==> config.mk <==
export PLATFORM = sky130hd
export DESIGN_NAME = barrel_rot_pipe
export DESIGN_NICKNAME = d
export VERILOG_FILES = /design/src/rtl/barrel_pkg.sv /design/src/rtl/barrel_stage.sv /design/src/rtl/barrel_rot_pipe.sv
export SDC_FILE = /design/constraint.sdc
export NUM_CORES = 1
export LEC_CHECK = 0
export CORE_MARGIN = 2
export CORE_UTILIZATION = 40
export DETAILED_ROUTE_END_ITERATION = 6
export GPL_ROUTABILITY_DRIVEN = 1
export GPL_TIMING_DRIVEN = 0
export SLEW_MARGIN = 25
export SYNTH_ARGS = -nofsm -noshare
export SYNTH_HDL_FRONTEND = slang
export SYNTH_SLANG_ARGS = --single-unit
==> constraint.sdc <==
create_clock -name clk -period 1.1 [get_ports clk]
set_input_delay 0.11 -clock clk [delete_from_list [all_inputs] [get_ports clk]]
set_output_delay 0.11 -clock clk [all_outputs]
set_load 0.005 [all_outputs]
==> src/rtl/barrel_pkg.sv <==
// barrel_pkg: shared definitions for the pipelined barrel shifter/rotator.
//   MODE_* : encodings of the 2-bit operation mode.
//   fill_bit() : bit shifted in at the top for the logical/arithmetic right shifts.
package barrel_pkg;

  localparam logic [1:0] MODE_ROR = 2'b00;
  localparam logic [1:0] MODE_ROL = 2'b01;
  localparam logic [1:0] MODE_LSR = 2'b10;
  localparam logic [1:0] MODE_ASR = 2'b11;

  // ASR replicates the operand's original sign; LSR fills with zeros.
  function automatic logic fill_bit(input logic [1:0] mode, input logic sign);
    return (mode == MODE_ASR) ? sign : 1'b0;
  endfunction

endpackage

==> src/rtl/barrel_stage.sv <==
// barrel_stage: one pipeline slot of the barrel shifter, handling one power-of-two distance.
//   clk, rst_n              : clock, synchronous active-low reset
//   up_valid/data/amt/mode/sign : beat offered by the previous slot (or the block input)
//   down_load               : the consumer of this slot takes its content this cycle
//   load                    : this slot captures the upstream beat this cycle
//   valid/data/amt/mode/sign : registered slot contents
module barrel_stage
  import barrel_pkg::*;
#(
  parameter int unsigned WIDTH = 8,
  parameter int unsigned DIST  = 1,
  localparam int unsigned SHW  = $clog2(WIDTH)
) (
  input  logic             clk,
  input  logic             rst_n,
  input  logic             up_valid,
  input  logic [WIDTH-1:0] up_data,
  input  logic [SHW-1:0]   up_amt,
  input  logic [1:0]       up_mode,
  input  logic             up_sign,
  input  logic             down_load,
  output logic             load,
  output logic             valid,
  output logic [WIDTH-1:0] data,
  output logic [SHW-1:0]   amt,
  output logic [1:0]       mode,
  output logic             sign
);

  // Amount bit that selects this slot's distance.
  localparam int unsigned AmtBit = $clog2(DIST);

  logic             valid_q;
  logic [WIDTH-1:0] data_q;
  logic [SHW-1:0]   amt_q;
  logic [1:0]       mode_q;
  logic             sign_q;

  logic             fill;
  logic [WIDTH-1:0] shifted;
  logic [WIDTH-1:0] data_d;

  assign fill = fill_bit(up_mode, up_sign);

  for (genvar i = 0; i < WIDTH; i++) begin : g_bit
    localparam int unsigned RorSrc  = (i + DIST) % WIDTH;
    localparam int unsigned RolSrc  = (i + WIDTH - DIST) % WIDTH;
    localparam bit          InRange = (i + DIST) < WIDTH;
    // Right shifts share the rotate-right source; off the top end they take the fill bit.
    assign shifted[i] = (up_mode == MODE_ROR) ? up_data[RorSrc] :
                        (up_mode == MODE_ROL) ? up_data[RolSrc] :
                        InRange               ? up_data[RorSrc] : fill;
  end

  assign data_d = up_amt[AmtBit] ? shifted : up_data;

  // An empty slot always loads, so bubbles collapse even while downstream is stalled.
  assign load = !valid_q || down_load;

  always_ff @(posedge clk) begin
    if (!rst_n) begin
      valid_q <= 1'b0;
      data_q  <= '0;
      amt_q   <= '0;
      mode_q  <= '0;
      sign_q  <= 1'b0;
    end else if (load) begin
      valid_q <= up_valid;
      data_q  <= data_d;
      amt_q   <= up_amt;
      mode_q  <= up_mode;
      sign_q  <= up_sign;
    end
  end

  assign valid = valid_q;
  assign data  = data_q;
  assign amt   = amt_q;
  assign mode  = mode_q;
  assign sign  = sign_q;

endmodule

==> src/rtl/barrel_rot_pipe.sv <==
// barrel_rot_pipe: pipelined barrel rotator/shifter (ROR, ROL, LSR, ASR), one slot per
// amount bit, valid/ready on both sides, SHW-cycle latency, one beat per cycle.
//   clk, rst_n          : clock, synchronous active-low reset
//   in_valid/in_ready   : input handshake
//   in_data/amt/mode    : operand, amount (0..WIDTH-1), mode (00 ROR, 01 ROL, 10 LSR, 11 ASR)
//   out_valid/out_ready : output handshake
//   out_data            : result
module barrel_rot_pipe
  import barrel_pkg::*;
#(
  parameter int unsigned WIDTH = 8,
  localparam int unsigned SHW  = $clog2(WIDTH)
) (
  input  logic             clk,
  input  logic             rst_n,
  input  logic             in_valid,
  output logic             in_ready,
  input  logic [WIDTH-1:0] in_data,
  input  logic [SHW-1:0]   in_amt,
  input  logic [1:0]       in_mode,
  output logic             out_valid,
  input  logic             out_ready,
  output logic [WIDTH-1:0] out_data
);

  // Index k is the input of stage k; index SHW is the last slot's output.
  logic [SHW:0]     v;
  logic [SHW:0]     s;
  logic [WIDTH-1:0] d [SHW+1];
  logic [SHW-1:0]   a [SHW+1];
  logic [1:0]       m [SHW+1];
  logic [SHW-1:0]   ld;
  logic [SHW-1:0]   dn;

  assign v[0] = in_valid;
  assign d[0] = in_data;
  assign a[0] = in_amt;
  assign m[0] = in_mode;
  assign s[0] = in_data[WIDTH-1];

  for (genvar k = 0; k < SHW; k++) begin : g_stage
    if (k == SHW - 1) begin : g_last
      assign dn[k] = out_ready;
    end else begin : g_mid
      assign dn[k] = ld[k+1];
    end

    barrel_stage #(
      .WIDTH(WIDTH),
      .DIST (1 << k)
    ) u_stage (
      .clk      (clk),
      .rst_n    (rst_n),
      .up_valid (v[k]),
      .up_data  (d[k]),
      .up_amt   (a[k]),
      .up_mode  (m[k]),
      .up_sign  (s[k]),
      .down_load(dn[k]),
      .load     (ld[k]),
      .valid    (v[k+1]),
      .data     (d[k+1]),
      .amt      (a[k+1]),
      .mode     (m[k+1]),
      .sign     (s[k+1])
    );
  end

  // Ready ripples back from out_ready through the load chain; never depends on in_valid.
  assign in_ready  = ld[0];
  assign out_valid = v[SHW];
  assign out_data  = d[SHW];

  // Control fields are not needed once the last slot has applied its distance.
  logic unused_tail;
  assign unused_tail = ^{a[SHW], m[SHW], s[SHW]};

endmodule

==> Implementation_results.wiki, run 1 <==
{| class="wikitable"
! Metric !! Value
|-
| Maximum buffer depth of the clock tree || 2
|-
| Critical path endpoint category || flip-flop
|-
| Failing checks || negative setup slack
|-
| Average vias per placed instance || 5.28
|-
| Die extent in x || 73.9 µm
|-
| Transition time of the tightest slew-check pin || 0.261 ns
|-
| Proportion of power drawn by the clock network || 32.8%
|-
| Cell depth of the worst hold path || 3
|-
| Setup crit start kind || flip-flop
|-
| Count of unresolved DRC violations after routing || 0
|-
| Worst path slowest cell || sky130_fd_sc_hd__dfxtp_4
|-
| Net count after synthesis || 231
|-
| Count of pins on the block boundary || 27
|-
| Status || finished with violations
|-
| Number of instances in the placed design || 306
|-
| Tmin final || 1.23 ns
|-
| Clock transition at the registers of the reported paths || 0.07 ns
|-
| Number of flip-flops and latches in the synthesized netlist || 36
|-
| YS warnings || 0
|-
| Unique masters post-synth || 34
|-
| Count of flip-flops with a built-in enable after synthesis || 0
|-
| Most frequent standard cell in the layout excluding fill and tap cells || sky130_fd_sc_hd__dfxtp_1
|-
| Number of cells produced by synthesis || 214
|-
| Arr. time, crit path || 1.42 ns
|-
| Proportion of synthesized chip area in sequential cells || 36.9%
|-
| TritonCTS clock tree || built
|-
| Post-CTS Hold Fix Bufs || 0
|-
| Total congestion overflow || 0
|-
| Placer congestion estimate || 0.842
|-
| Internal power contribution || 2.20 mW
|-
| Fraction of layout cells with a size suffix above 1 || 38.2%
|-
| Drt initial violations || 55
|-
| Rel. slew slack || 82.4%
|-
| Combinational share of power || 17.8%
|-
| First-pass DRT Iterations || 4
|-
| Final number of max-transition violations || 0
|-
| Worst skew pair latency || 0.29 ns
|-
| CP Cell Sequence || buf_6 -> and3b_2 -> buf_6 -> nor2_2 -> a32o_1
|-
| Syn Std Cell Area || 1950 µm²
|-
| Mean cell area of the mapped netlist || 9.13 µm²
|-
| Switch Pwr || 773 µW
|-
| Share of power burned in registers || 49.4%
|-
| Switching share of total power || 26.0%
|-
| Startpoint of the worst-slack reg-to-reg timing path || g_stage[1].u_stage.valid$_SDFFE_PN0P_
|-
| Setup repair after global routing missed its margin || true
|-
| Core occupancy in the finished layout || 57.9%
|-
| Cell type with the largest total area after synthesis || sky130_fd_sc_hd__dfxtp_1
|-
| Number of buffers inserted during clock tree synthesis || 5
|-
| Initial standard-cell utilization of the core || 41.4%
|-
| Vias after detailed routing || 1,736
|-
| Synth-to-Final Area Change || 40.1%
|-
| Main area contributors after synthesis || sky130_fd_sc_hd__dfxtp_1, sky130_fd_sc_hd__mux2i_1, sky130_fd_sc_hd__o211ai_1
|-
| DP HPWL || 3340 µm
|-
| Crit path setup slack, layout || -0.132 ns
|-
| Reg-to-Reg End || g_stage[1].u_stage.data[1]$_SDFFE_PN0P_
|-
| Worst hold margin || 0.282 ns
|-
| Area of the core || 4720 µm²
|-
| Crit. Startpoint || g_stage[1].u_stage.valid$_SDFFE_PN0P_
|-
| Most frequent cells in the layout || sky130_fd_sc_hd__dfxtp_1, sky130_fd_sc_hd__buf_4, sky130_fd_sc_hd__buf_6, sky130_fd_sc_hd__o211ai_1
|-
| Highest attainable clock frequency || 812 MHz
|-
| Period Utilization, post-route || 112%
|-
| Largest fanout of any net on the critical path || 5
|-
| Worst Hold Endpoint || g_stage[0].u_stage.data[4]$_SDFFE_PN0P_
|-
| Global-route wire length before repair || 8140 µm
|-
| Number of hold violations in the final report || 0
|-
| Row cnt || 25
|-
| Main synth FF type || sky130_fd_sc_hd__dfxtp_1
|-
| VDD IR max || 0.000486 V
|-
| Clock Root Buffer || sky130_fd_sc_hd__clkbuf_8
|-
| Worst reg2reg path depth || 5
|-
| Post-detailed-route count of antenna-violating nets || 0
|-
| Total power draw || 2.97 mW
|-
| Setup violators final || 15
|-
| Top cell type's share of synthesized area || 36.9%
|-
| Largest net degree at the start of global routing || 11
|-
| Number of non-filler instances in the completed layout || 329
|-
| Buffers added on ports || 25
|-
| Filler Cell Count || 447
|-
| FFs w/ async S/R, synth || 0%
|-
| Die H || 73.9 µm
|-
| Hold_sp || in_amt[0]
|-
| Deepest level of the CTS H-tree || 2
|-
| Antenna violations before repair || 0
|-
| Standby leakage power || 1.16 nW
|-
| Wire length per cell || 15.0 µm
|-
| Total negative slack || -1.36 ns
|-
| Worst reg2reg setup slack || -0.13 ns
|-
| Total wirelength of the detailed-routed design || 4920 µm
|-
| Combined global-route utilization of all metal layers || 19.8%
|-
| Most frequent CP cell || sky130_fd_sc_hd__buf_6
|-
| Number of max-cap violations || 0
|-
| Vias in the first global route || 1,661
|-
| Final Skew || 0.00329 ns
|-
| Ratio of total power to cell area || 1090 nW/µm²
|-
| Count of inserted antenna diode cells || 0
|-
| Worst hold path class || in -> reg
|-
| Slowest cell delay on critical path || 0.36 ns
|-
| Die Area || 5460 µm²
|-
| Data required time of the critical path || 1.29 ns
|-
| # clock sinks || 36
|-
| Number of nets in the final layout || 278
|-
| Worst setup path category || reg -> reg
|}
-- logic make-up after synthesis --
family | count (synthesis) | share of synthesized area, %
AOI/OAI and AO/OA | 64 | 24.8
and+or+nand+nor | 62 | 19.0
DFF | 36 | 36.9
buffers and inverters | 36 | 11.0
muxes | 16 | 8.33
-- per-layer routing --
layer	global-route usage [%]	share of wire (%)
met1	22.2	41
met2	35.6	53
met3	4.12	3.2
met4	8.48	2.0
met5	0	0
-- power groups by stage --
stage	sequential, mW	combinational [mW]	clock (mW)
after CTS	1.46	0.473	0.999
final	1.47	0.529	0.976
after floorplan	1.46	0.295	0
after detailed placement	1.49	0.452	0
after global routing	1.48	0.584	1.05
after global placement	1.49	0.452	0
-- through the flow --
stage,setup slack (ns),area [µm²]
5_1_grt,-0.180,2740
3_5_place_dp,-0.662,2290
2_1_floorplan,0.0193,1960
6_report,-0.132,2740
3_3_place_gp,-0.686,2290
4_1_cts,-0.176,2540
-- worst max-delay path, delay by kind of cell, from the launching register on --
| kind | cells | cell delay, ns |
|---|---|---|
| and+or+nand+nor | 2 | 0.30 |
| DFF | 1 | 0.36 |
| buffers and inverters | 2 | 0.25 |
| AOI/OAI and AO/OA | 1 | 0.20 |
-- flip-flops by register name, summed over array words and instances (netlist names) --
register	flops
g_stage.u_stage.amt	3
g_stage.u_stage.data	24
g_stage.u_stage.mode	4
g_stage.u_stage.sign	2
g_stage.u_stage.valid	3
-- timing repair --
| item | 4_1_cts | 5_1_grt |
|---|---|---|
| pin swaps | 10 | 15 |
| setup endpoints to repair | 36 | 41 |
| gates cloned | 2 | 2 |
| gates resized for setup | 53 | 52 |
| setup buffers | 9 | 5 |
-- synth_stat cells, types with 2 or more instances --
cell / number
sky130_fd_sc_hd__a211oi_1: 9
sky130_fd_sc_hd__o211a_1: 4
sky130_fd_sc_hd__buf_2: 5
sky130_fd_sc_hd__nand3_1: 3
sky130_fd_sc_hd__a311o_1: 4
sky130_fd_sc_hd__nand2b_1: 5
sky130_fd_sc_hd__o31ai_1: 2
sky130_fd_sc_hd__inv_1: 9
sky130_fd_sc_hd__a21boi_1: 5
sky130_fd_sc_hd__o21a_1: 2
sky130_fd_sc_hd__mux2_2: 2
sky130_fd_sc_hd__nor2_1: 10
sky130_fd_sc_hd__o211ai_1: 13
sky130_fd_sc_hd__o21ai_0: 9
sky130_fd_sc_hd__buf_6: 5
sky130_fd_sc_hd__mux2i_1: 14
sky130_fd_sc_hd__nor3b_1: 2
sky130_fd_sc_hd__dfxtp_1: 36
sky130_fd_sc_hd__o22ai_1: 7
sky130_fd_sc_hd__nor2b_1: 11
sky130_fd_sc_hd__clkbuf_1: 6
sky130_fd_sc_hd__and3b_1: 7
sky130_fd_sc_hd__a32o_1: 6
sky130_fd_sc_hd__buf_4: 9
sky130_fd_sc_hd__nand2_1: 15
sky130_fd_sc_hd__nand3b_1: 6
-- how the worst max path moves through the flow --
stage                                               to  slack (ns)  cells past startpoint
2_1_floorplan  g_stage[1].u_stage.data[1]$_SDFFE_PN0P_        0.02                      3
3_3_place_gp                                  in_ready       -0.69                      5
3_5_place_dp                                  in_ready       -0.66                      5
4_1_cts                                       in_ready       -0.18                      4
5_1_grt         g_stage[1].u_stage.amt[2]$_SDFFE_PN0P_       -0.18                      5
6_report       g_stage[1].u_stage.data[1]$_SDFFE_PN0P_       -0.13                      5
-- layout make-up --
cell class,instances,area (µm²),share of cell area (%)
buffer,23,188,6.86
clock buffer,8,90.1,3.29
inverter,10,37.5,1.37
multi-input combinational,142,1160,42.2
sequential,36,747,27.3
tap,67,83.8,3.06
timing repair buffer,43,434,15.9
Power figures use the tool's default switching activity.
==> inputs of run 2 (changes only) <==
Settings changed: SKIP_CTS_REPAIR_TIMING set to 1.
==> Implementation_results.wiki, run 2 (synthesis results as in run 1) <==
{| class="wikitable"
! Metric !! Value
|-
| Status || finished with violations
|-
| Failing checks || negative setup slack
|-
| Proportion of power drawn by the clock network || 32.9%
|-
| Average vias per placed instance || 5.24
|-
| Largest fanout of any net on the critical path || 10
|-
| Die extent in x || 73.9 µm
|-
| Worst reg2reg path depth || 4
|-
| Worst hold path class || in -> reg
|-
| Count of inserted antenna diode cells || 0
|-
| Number of max-cap violations || 0
|-
| Setup crit start kind || flip-flop
|-
| Combined global-route utilization of all metal layers || 18.7%
|-
| Die H || 73.9 µm
|-
| Reg-to-Reg End || g_stage[1].u_stage.data[5]$_SDFFE_PN0P_
|-
| Internal power contribution || 2.20 mW
|-
| Tmin final || 1.30 ns
|-
| Number of nets in the final layout || 268
|-
| Row cnt || 25
|-
| Largest net degree at the start of global routing || 11
|-
| Critical path endpoint category || output pin
|-
| Worst Hold Endpoint || g_stage[0].u_stage.data[6]$_SDFFE_PN0P_
|-
| Cell depth of the worst hold path || 3
|-
| VDD IR max || 0.000491 V
|-
| Standby leakage power || 1.21 nW
|-
| Number of hold violations in the final report || 0
|-
| DP HPWL || 3340 µm
|-
| Most frequent standard cell in the layout excluding fill and tap cells || sky130_fd_sc_hd__dfxtp_1
|-
| Maximum buffer depth of the clock tree || 2
|-
| Max FFs per register || 24
|-
| Deepest level of the CTS H-tree || 2
|-
| Number of buffers inserted during clock tree synthesis || 5
|-
| Setup violators final || 21
|-
| Vias after detailed routing || 1,672
|-
| Rel. slew slack || 64.4%
|-
| Hold_sp || in_amt[0]
|-
| Clock Root Buffer || sky130_fd_sc_hd__clkbuf_8
|-
| Period Utilization, post-route || 119%
|-
| Area of the core || 4720 µm²
|-
| Worst hold margin || 0.270 ns
|-
| Buffers added on ports || 25
|-
| Synth-to-Final Area Change || 36.5%
|-
| Share of power burned in registers || 49.7%
|-
| TritonCTS clock tree || built
|-
| Combinational share of power || 17.4%
|-
| Setup repair after global routing missed its margin || true
|-
| Clock transition at the registers of the reported paths || 0.07 ns
|-
| First-pass DRT Iterations || 4
|-
| Switch Pwr || 763 µW
|-
| Total wirelength of the detailed-routed design || 4710 µm
|-
| Met1 track utilization from global routing || 22.1%
|-
| Die Area || 5460 µm²
|-
| Ratio of total power to cell area || 1110 nW/µm²
|-
| Wire length per cell || 14.8 µm
|-
| GR Layer Usage met2 || 32.8%
|-
| Vias in the first global route || 1,563
|-
| # clock sinks || 36
|-
| Drt initial violations || 63
|-
| Total congestion overflow || 0
|-
| Worst reg2reg setup slack || -0.08 ns
|-
| Placer congestion estimate || 0.842
|-
| Met3 track demand over resource || 3.70%
|-
| Final Skew || 0.00465 ns
|-
| Final number of max-transition violations || 0
|-
| Arr. time, crit path || 1.19 ns
|-
| Most frequent cells in the layout || sky130_fd_sc_hd__dfxtp_1, sky130_fd_sc_hd__buf_4, sky130_fd_sc_hd__nand2_1
|-
| Worst skew pair latency || 0.29 ns
|-
| Worst setup path category || reg -> out
|-
| Switching share of total power || 25.8%
|-
| Fraction of layout cells with a size suffix above 1 || 31.0%
|-
| Transition time of the tightest slew-check pin || 0.535 ns
|-
| Total power draw || 2.96 mW
|-
| Initial standard-cell utilization of the core || 41.4%
|-
| Post-detailed-route count of antenna-violating nets || 0
|-
| Count of unresolved DRC violations after routing || 0
|-
| Count of pins on the block boundary || 27
|-
| Startpoint of the worst-slack reg-to-reg timing path || g_stage[2].u_stage.valid$_SDFFE_PN0P_
|-
| Layer with the highest usage || met2
|-
| Global-route wire length before repair || 7740 µm
|-
| Antenna violations before repair || 0
|-
| Crit path setup slack, layout || -0.204 ns
|-
| Data required time of the critical path || 0.99 ns
|-
| Highest attainable clock frequency || 767 MHz
|}
## run 2: cell count changes in the layout (fill, tap and decap cells not counted), moves of 6 or more
cell                              before  now
sky130_fd_sc_hd__dlymetal6s2s_1        2   10
sky130_fd_sc_hd__buf_6                13    5
sky130_fd_sc_hd__nor2_4                0    6
sky130_fd_sc_hd__clkdlybuf4s15_1       8    0
sky130_fd_sc_hd__nor2_2                6    0
## run 2: worst max-delay path by stage
stage / start / end / slack [ns]
final: g_stage[2].u_stage.valid$_SDFFE_PN0P_ / in_ready / -0.20
after global routing: g_stage[2].u_stage.valid$_SDFFE_PN0P_ / in_ready / -0.25
after CTS: out_ready / in_ready / -0.68
after detailed placement: out_ready / in_ready / -0.66
after floorplan: g_stage[1].u_stage.valid$_SDFFE_PN0P_ / g_stage[1].u_stage.data[1]$_SDFFE_PN0P_ / 0.02
after global placement: out_ready / in_ready / -0.69
## run 2: cell type report
| class | count | area, µm² |
|---|---|---|
| buffer | 25 | 205 |
| clock buffer | 8 | 90.1 |
| fill | 438 | 2060 |
| inverter | 10 | 37.5 |
| multi-input combinational | 142 | 1150 |
| sequential | 36 | 749 |
| tap | 67 | 83.8 |
| timing repair buffer | 31 | 350 |
## run 2: layer usage
layer  vias up  routed length, µm
li1        848                  -
met1       779               2030
met2        36               2440
met3         9                148
met4         0                 91
met5         -                  0
## run 2: worst max-delay path, cell delays in order (launching register included)
cell and delay (ns):
sky130_fd_sc_hd__dfxtp_4 0.38, sky130_fd_sc_hd__nand4b_4 0.13, sky130_fd_sc_hd__buf_6 0.15, sky130_fd_sc_hd__buf_6 0.13, sky130_fd_sc_hd__clkbuf_2 0.11
## run 2: power by group through the flow
stage	combinational (mW)	clock, mW	sequential [mW]
6_report	0.516	0.975	1.47
5_1_grt	0.573	1.04	1.48
4_1_cts	0.455	0.999	1.46
3_5_place_dp	0.452	0	1.49
3_3_place_gp	0.452	0	1.49
2_1_floorplan	0.295	0	1.46
## run 2: per-stage QoR
step	utilization, %	instances	setup TNS (ns)	cell area (µm²)	worst slack, ns
floorplan	-	214	0	1960	0.0193
finish	56.4	319	-1.25	2670	-0.204
CTS	50.4	314	-4.79	2380	-0.680
global route	56.4	319	-2.48	2670	-0.250
global placement	48.5	306	-11.86	2290	-0.686
detailed placement	48.5	306	-12.17	2290	-0.662
==> inputs of run 3 (changes only) <==
Settings changed: CAP_MARGIN set to 40.
==> results of run 3 <==
Final layout, timing and power as in run 2 (identical DEF).
